`src/rtl/pipeline_ctrl_pkg.sv`:
```
// Shared types for the pipeline hazard controller: FSM state encoding,
// operand forward-select codes and the EX/MEM scoreboard entry.
package pipeline_ctrl_pkg;

  typedef enum logic [1:0] {
    INIT  = 2'd0,
    RUN   = 2'd1,
    STALL = 2'd2,
    FLUSH = 2'd3
  } ctrl_state_e;

  localparam logic [1:0] FWD_RF  = 2'b00;
  localparam logic [1:0] FWD_MEM = 2'b01;
  localparam logic [1:0] FWD_WB  = 2'b10;

  typedef struct packed {
    logic       valid;
    logic [4:0] write_reg;
    logic       wrenable;
    logic       mem_to_reg;
  } sb_entry_t;

endpackage

```
`src/rtl/hazard_match.sv`:
```
// Compares one scoreboard entry's destination against the decode-stage
// source registers; r0 never matches because it is hard-wired to zero.
module hazard_match
  import pipeline_ctrl_pkg::*;
(
  input  sb_entry_t  entry,
  input  logic       id_valid,
  input  logic [4:0] id_rs1,
  input  logic [4:0] id_rs2,
  input  logic       id_uses_rs1,
  input  logic       id_uses_rs2,
  output logic       match_rs1,
  output logic       match_rs2,
  output logic       match_any
);

  logic live;

  assign live      = id_valid && entry.valid && entry.wrenable && (entry.write_reg != 5'd0);
  assign match_rs1 = live && id_uses_rs1 && (entry.write_reg == id_rs1);
  assign match_rs2 = live && id_uses_rs2 && (entry.write_reg == id_rs2);
  assign match_any = match_rs1 || match_rs2;

endmodule

```
`src/rtl/pipeline_hazard_ctrl.sv`:
```
// Stall/bubble/flush sequencer for the 5-stage pipeline with a two-entry
// EX/MEM scoreboard. Define HAZARD_FWD_EN to build operand forwarding.
module pipeline_hazard_ctrl
  import pipeline_ctrl_pkg::*;
#(
  parameter int FLUSH_CYCLES = 2,
  parameter int CNT_W        = 16
) (
  input  logic             CLOCK_50,
  input  logic             reset_n,
  input  logic             id_valid,
  input  logic [4:0]       id_rs1,
  input  logic [4:0]       id_rs2,
  input  logic             id_uses_rs1,
  input  logic             id_uses_rs2,
  input  logic [4:0]       id_write_reg,
  input  logic             id_reg_wrenable,
  input  logic             id_mem_to_reg,
  input  logic             should_jump,
  output logic             fd_stall,
  output logic             ex_bubble,
  output logic             mem_flush,
  output logic [1:0]       fwd_a,
  output logic [1:0]       fwd_b,
  output logic [1:0]       ctrl_state,
  output logic [CNT_W-1:0] stall_cycles
);

  localparam logic [1:0] FLUSH_LOAD = 2'(FLUSH_CYCLES - 1);

  ctrl_state_e state, state_next;
  logic [1:0]  flush_cnt, flush_cnt_next;
  sb_entry_t   exe_q, mme_q, exe_d;
  logic        exe_rs1, exe_rs2, exe_any;
  logic        mme_rs1, mme_rs2, mme_any;
  logic        hazard;

  assign exe_d      = '{valid: id_valid, write_reg: id_write_reg,
                        wrenable: id_reg_wrenable, mem_to_reg: id_mem_to_reg};
  assign ctrl_state = state;

  hazard_match u_match_exe (
    .entry(exe_q), .id_valid(id_valid), .id_rs1(id_rs1), .id_rs2(id_rs2),
    .id_uses_rs1(id_uses_rs1), .id_uses_rs2(id_uses_rs2),
    .match_rs1(exe_rs1), .match_rs2(exe_rs2), .match_any(exe_any)
  );

  hazard_match u_match_mme (
    .entry(mme_q), .id_valid(id_valid), .id_rs1(id_rs1), .id_rs2(id_rs2),
    .id_uses_rs1(id_uses_rs1), .id_uses_rs2(id_uses_rs2),
    .match_rs1(mme_rs1), .match_rs2(mme_rs2), .match_any(mme_any)
  );

`ifdef HAZARD_FWD_EN
  logic       unused_fwd;
  logic [1:0] fwd_a_sel, fwd_b_sel;

  // Only a load in EX cannot be forwarded in time; everything else is bypassed.
  assign hazard     = exe_any && exe_q.mem_to_reg;
  assign unused_fwd = mme_any;
  assign fwd_a_sel  = (exe_rs1 && !exe_q.mem_to_reg) ? FWD_MEM : (mme_rs1 ? FWD_WB : FWD_RF);
  assign fwd_b_sel  = (exe_rs2 && !exe_q.mem_to_reg) ? FWD_MEM : (mme_rs2 ? FWD_WB : FWD_RF);

  always_ff @(posedge CLOCK_50 or negedge reset_n) begin
    if (!reset_n) begin
      fwd_a <= FWD_RF;
      fwd_b <= FWD_RF;
    end else if (ex_bubble) begin
      fwd_a <= FWD_RF;
      fwd_b <= FWD_RF;
    end else begin
      fwd_a <= fwd_a_sel;
      fwd_b <= fwd_b_sel;
    end
  end
`else
  logic unused_nofwd;

  // Without bypassing, any in-flight producer must reach the register file first.
  assign hazard       = exe_any || mme_any;
  assign unused_nofwd = ^{exe_rs1, exe_rs2, mme_rs1, mme_rs2};
  assign fwd_a        = FWD_RF;
  assign fwd_b        = FWD_RF;
`endif

  always_ff @(posedge CLOCK_50 or negedge reset_n) begin
    if (!reset_n) begin
      state     <= INIT;
      flush_cnt <= 2'd0;
      exe_q     <= '0;
      mme_q     <= '0;
    end else begin
      state     <= state_next;
      flush_cnt <= flush_cnt_next;
      exe_q     <= ex_bubble ? '0 : exe_d;
      mme_q     <= mem_flush ? '0 : exe_q;
    end
  end

  // RUN and STALL share one rule set; STALL only records that a stall occurred.
  always_comb begin
    state_next     = state;
    flush_cnt_next = flush_cnt;
    fd_stall       = 1'b0;
    ex_bubble      = 1'b0;
    mem_flush      = 1'b0;
    case (state)
      INIT: begin
        fd_stall   = 1'b1;
        ex_bubble  = 1'b1;
        state_next = RUN;
      end
      RUN, STALL: begin
        if (should_jump) begin
          mem_flush      = 1'b1;
          ex_bubble      = 1'b1;
          flush_cnt_next = FLUSH_LOAD;
          state_next     = FLUSH;
        end else if (hazard) begin
          fd_stall   = 1'b1;
          ex_bubble  = 1'b1;
          state_next = STALL;
        end else begin
          state_next = RUN;
        end
      end
      FLUSH: begin
        ex_bubble = 1'b1;
        if (flush_cnt == 2'd0) state_next = RUN;
        else flush_cnt_next = flush_cnt - 2'd1;
      end
      default: state_next = INIT;
    endcase
  end

  always_ff @(posedge CLOCK_50 or negedge reset_n) begin
    if (!reset_n) begin
      stall_cycles <= '0;
    end else if (fd_stall && (state != INIT) && (stall_cycles != '1)) begin
      stall_cycles <= stall_cycles + {{(CNT_W-1){1'b0}}, 1'b1};
    end
  end

endmodule
```
`config.mk`:
```
export PLATFORM = sky130hd
export DESIGN_NAME = pipeline_hazard_ctrl
export DESIGN_NICKNAME = d
export VERILOG_FILES = /design/src/rtl/pipeline_ctrl_pkg.sv /design/src/rtl/hazard_match.sv /design/src/rtl/pipeline_hazard_ctrl.sv
export SDC_FILE = /design/constraint.sdc
export NUM_CORES = 1
export LEC_CHECK = 0
export BUFFER_PORTS_ARGS = -buffer_cell sky130_fd_sc_hd__buf_2
export CAP_MARGIN = 20
export CORE_MARGIN = 3
export CORE_UTILIZATION = 47
export DETAILED_ROUTE_END_ITERATION = 10
export GPL_ROUTABILITY_DRIVEN = 0
export HOLD_SLACK_MARGIN = 0.08
export PLACE_DENSITY = 0.86
export SKIP_LAST_GASP = 1
export SLEW_MARGIN = 15
export SYNTH_ARGS = -nofsm -noshare
export SYNTH_HDL_FRONTEND = slang
export SYNTH_SLANG_ARGS = --single-unit
```
`constraint.sdc`:
```
create_clock -name CLOCK_50 -period 2.15 [get_ports CLOCK_50]
set_input_delay 0 -clock CLOCK_50 [delete_from_list [all_inputs] [get_ports CLOCK_50]]
set_output_delay 0 -clock CLOCK_50 [all_outputs]
set_load 0.02 [all_outputs]
```
; ---- Word-level counts from Yosys, hierarchy flattened
; Index checks and enable logic that the tools add are counted.
[totals]
register_bits = 35
latchBits = 0
mem_bits_rw = 0
romBits = 0
input_bits = 23
out_inout_bits = 25
memories = 0
[op_classes]
addsub = 2
multipliers = 0
div = 0
n_lt_le_gt_ge = 0
n_eq_ne = 11
shifts = 0
muxes = 16
n_bitwise = 0
reduce_logical = 28
[ops]
columns = op, n
row1 = $eq 5x5->1, 4
row2 = $add 16x1->16 const B, 1
row3 = $logic_and 1x1->1, 16
row4 = $mux 8, 2
row5 = $ne 16x16->1 const B, 1
row6 = $mux 2, 5
row7 = $reduce_bool 5->1, 2
row8 = $ne 2x2->1 const B, 3
row9 = $pmux 2 s3, 1
row10 = $mux 1, 5
row11 = $eq 2x2->1 const B, 2
row12 = $logic_not 2->1, 2
row13 = $pmux 1 s2, 2
row14 = $pmux 2 s2, 1
row15 = $reduce_bool 2->1, 2
row16 = $reduce_or 2->1, 2
row17 = $logic_or 1x1->1, 3
row18 = $reduce_and 3->1, 1
row19 = $eq 2x1->1 const B, 1
row20 = $sub 2x1->2 const B, 1

; ---- Logic depth before layout (Yosys ltp)
[depth]
depth_word = 12
depth_mapped = 10
mapped_depth_nobuf = 8

; ---- Modules after synthesis
; From an unflattened synthesis, not the netlist that was laid out.
[hier_totals]
hier_cells = 185
area_unflattened_um2 = 1960.6
[by_module_without_submodules]
columns = module, instances, cells_each, area_each_um2
row1 = pipeline_hazard_ctrl, 1, 147, 1675.4
row2 = hazard_match, 2, 19, 142.6

; ---- Worst setup path after synthesis
; No wires, ideal clock.
[synth_path]
path_kind = reg-to-reg
from = register state[0], in the netlist ctrl_state[0]
to = register stall_cycles[1]
t_arrival_ps = 2108
setup_slack_ps = -83
stages_incl_launch_ff = 9
path_buffers = 2
synth_period_minus_slack_ps = 2233
cell_sequence = dfrtp_1 > inv_1 > ha_1 > and2b_2 > clkbuf_4 > and2_2 > a32oi_2 > buf_6 > mux2_4
[synth_between]
elab_chain_len = 5
[synth_lines]
columns = element, line_no
row1 = "start, declared", pipeline_hazard_ctrl.sv:31  ; ctrl_state_e state, state_next;
row2 = "start signal, assigned", pipeline_hazard_ctrl.sv:93  ; state <= state_next;
row3 = $eq 2x1->1 or $eq 2x2->1 (tied branches), pipeline_hazard_ctrl.sv:107  ; case (state)
row4 = $reduce_or 2->1, pipeline_hazard_ctrl.sv:107
row5 = $pmux 1 s2, pipeline_hazard_ctrl.sv:107
row6 = $logic_and 1x1->1 * (2 in a row), pipeline_hazard_ctrl.sv:139  ; end else if (fd_stall && (state != INIT) && (stall_cycles != '1)) begin
row7 = "end signal, assigned", pipeline_hazard_ctrl.sv:140  ; stall_cycles <= stall_cycles + {{(CNT_W-1){1'b0}}, 1'b1};
row8 = "end, declared", pipeline_hazard_ctrl.sv:26  ; output logic [CNT_W-1:0] stall_cycles
; Every way passes the cells marked *; elsewhere a longest branch is shown, timed or not.
; A chain may end at the register's enable or synchronous reset.

; ---- Worst setup path after layout
[layout_path]
from = register stall_cycles[0]
to = register stall_cycles[6]
[layout_between]
elab_chain_len = 2
[layout_lines]
columns = element
row1 = branches (longest 2 deep; another with $add 16x1->16)
; Parallel ways; which one is timed is not known.

==> out/metrics.csv <==
stage;metric;value;unit
layout;n_antenna_cell;0;
job;max_cap_violations;0;
detailed_routing;wl_met1;1.70;mm
yosys;synth-edff-count;0;
floorplan;io_pins;48;
detailed_routing;ant_nets;0;
detailed_routing;via_per_inst;5.00;
timing;finalHoldViolCount;0;
layout;drive_gt1_frac;0.319;
placement;postPlaceCellArea;0.00219;sq mm
clock_tree;cts_made_buffers;5;
timing;worst_pin_slew;0.719;ns
floorplan;dieHeight;69;microns
clock_tree;path_clk_slew;0.07;ns
yosys;ys_types;41;
global_routing;grt_max_degree;35;
clock_tree;htree_levels;2;
clock_tree;cts_tree;yes;
layout;fillCellCount;298;
critical_path;worstSetupStartpointType;register;
critical_path;cp_top_family;compound AO/OA/AOI/OAI gates;
global_routing;grt_pass1_wl;6.69;mm
detailed_routing;drc;0;
timing;slew_viol_final;0;
floorplan;fp.dieW;69;microns
yosys;synth_top_area_cell;dfrtp_1;
global_routing;gr-total-overflow;0;
floorplan;num_rows;22;
timing;slew_headroom;0.521;
critical_path;critPathSlowestCell;dfrtp_1;
yosys;synthArstFlopShare;1.00;
layout;fin_area;0.00241;sq mm
min_path;hold_class;in2async;
timing;finalCritPeriodShare;0.969;
yosys;yosysMostFrequentCell;dfrtp_1;
power_and_ir_drop;power.leakage;1.20;nW
critical_path;cp.buffers_inverters;1;
detailed_routing;dr.pass1.iters;4;
timing;layout_setup_ws;0.0668;ns
timing;finalCriticalPeriod;2.08;ns
timing;finalSetupViolations;0;
critical_path;crit_type;reg2reg;
critical_path;worstPathMaxFanout;13;
yosys;synthTopCellsByCount;dfrtp_1, xnor2_1, and2_1;
global_routing;grt_pass1_vias;1439;
yosys;netlist_instances;181;
placement;port_buffers;42;
status;status;complete, no violations;
power_and_ir_drop;p_per_area;720;mW/mm^2
floorplan;initial_core_util;0.498;
floorplan;dieArea;0.00476;sq mm
critical_path;crit_required;2.37;ns
layout;post-route-util;0.643;
layout;area_growth;29.0;%
timing;fmax;480;MHz
clock_tree;cts.root.buffer_cell;clkbuf_8;
yosys;synthTopCellsByArea;dfrtp_1, xnor2_1, xor2_1, and2_1, ha_1;
detailed_routing;wl_met3;175;microns
clock_tree;clock_sinks;34;
timing;holdWs;0.313;ns
detailed_routing;wl_per_cell;13.3;microns
clock_tree;cts_buffer_depth;2;
critical_path;worst_path_largest_cell_delay;0.38;ns
global_routing;gr-usage-all-layers;0.175;
critical_path;critPathCaptureType;register;
yosys;synth_top_area_frac;0.456;
detailed_routing;wl_met2;2.02;mm
floorplan;core_area;0.00374;sq mm
layout;nets;274;
yosys;avgSynthCellArea;10.3;sq um
clock_tree;insertion_delay;0.29;ns
detailed_routing;routed.top_layer;met4;
yosys;synth_seq_cells;34;
critical_path;worst_ep_arrival_time;2.30;ns
yosys;syn_area;0.00187;sq mm
power_and_ir_drop;total_power;1.73;mW
layout;register_area;855;sq um
detailed_routing;drt_iter0_drc;74;
yosys;ys.flop_type;dfrtp_1;
detailed_routing;vias;1479;
global_routing;grt_antenna_before_repair;0;
critical_path;path_cells;ha_1 > nand4_1 > nor2_1 > a211oi_1 > a32oi_2 > buf_12 > nor3b_1 > xor2_1;
placement;dp_hpwl;2.96;mm
layout;multi_input_area;971;sq um
detailed_routing;routed_wl;3.95;mm
yosys;yosysWarnings;0;
timing;clock-skew-final;0.00705;ns
timing;rsz0062_at_grt;true;
yosys;seq_area_frac_synth;0.456;
placement;pre_cts_ws;0.0518;ns
power_and_ir_drop;irDropWorstVdd;0.000389;V
## flip-flops by register name, summed over array words and instances, names as in the netlist
| signal | count |
|---|---|
| stall_cycles | 16 |
| exe_q | 7 |
| ctrl_state | 2 |
| mme_q | 7 |
| flush_cnt | 2 |
## final timing paths
check / startpoint / end / slack, ns / cells past startpoint
worst max-delay path: stall_cycles[0] / stall_cycles[6] / 0.07 / 8
worst min register to register: stall_cycles[15] / stall_cycles[15] / 0.48 / 1
worst min-delay path: reset_n / stall_cycles[13] / 0.31 / 2
max in group asynchronous: reset_n / exe_q[5] / 1.32 / 2
min in group CLOCK_50: id_uses_rs1 / ctrl_state[0] / 0.44 / 5
worst max register to register: stall_cycles[0] / stall_cycles[6] / 0.07 / 8
## worst register-to-register path, cell delays in order, from the launching register on
cell	delay (ns)
dfrtp_1	0.38
ha_1	0.23
nand4_1	0.14
nor2_1	0.11
a211oi_1	0.38
a32oi_2	0.19
buf_12	0.18
nor3b_1	0.26
xor2_1	0.16
## metal layers
| metal | vias to the layer above | global-route usage |
|---|---|---|
| met5 | - | 0 |
| met4 | 0 | 0.0607 |
| met3 | 6 | 0.0525 |
| met2 | 33 | 0.287 |
| met1 | 695 | 0.218 |
| li1 | 745 | - |
## where the power goes
group / leakage, nW / internal, mW / total [mW] / switching, mW
sequential: 0.453 / 0.701 / 0.757 / 0.0559
combinational: 0.697 / 0.243 / 0.498 / 0.256
clock: 0.0482 / 0.258 / 0.476 / 0.219
## kinds of logic after synthesis
family          after synthesis  synth area share
fa+ha+maj                     4            0.0268
buf+inv                      14            0.0429
compound gates               18            0.0765
other cells                   1           0.00201
flops                        34             0.456
mux                           4            0.0255
simple gates                 72             0.211
xor+xnor                     34             0.160
## area by class of cell
cell class | count | area share
flip-flops and latches | 34 | 0.355
multi-input cells | 136 | 0.404
inverters | 7 | 0.0109
well taps | 48 | 0.0250
clock inverters | 1 | 0.00208
repair buffers | 63 | 0.167
clock buffers | 7 | 0.0359
## cells in the final DEF, fill, tap and decap left out, types with 2 or more instances in the layout
master | netlist | layout
nand2_1 | 10 | 10
ha_1 | 4 | 4
and2_2 | 2 | 2
and2_1 | 14 | 14
nand4_1 | 8 | 8
mux2_2 | 2 | 2
a21oi_1 | 2 | 2
conb_1 | 1 | 4
xor2_1 | 12 | 12
buf_4 | 4 | 11
a22oi_1 | 2 | 2
nor2_1 | 13 | 13
dlygate4sd3_1 | 0 | 9
inv_1 | 7 | 7
xnor2_1 | 22 | 22
o22ai_1 | 2 | 2
nand3_1 | 10 | 10
o21ai_0 | 3 | 3
buf_2 | 0 | 42
nor3_1 | 4 | 4
dfrtp_2 | 0 | 3
clkbuf_8 | 0 | 6
dfrtp_1 | 34 | 31
## per-stage QoR
step | cells | setup TNS, ns
floorplan | 184 | 0
CTS | 296 | 0
global route | 296 | -0.180
global placement | 278 | 0
detailed placement | 278 | 0
finish | 296 | 0
## repair_timing
item	CTS	global route
buffers inserted	1	0
hold endpoints to repair	42	0
resized for setup	2	4
setup endpoints to repair	1	6
pin swaps	1	0
hold buffers	9	0
Note: power is estimated with default switching activity, not from simulation.
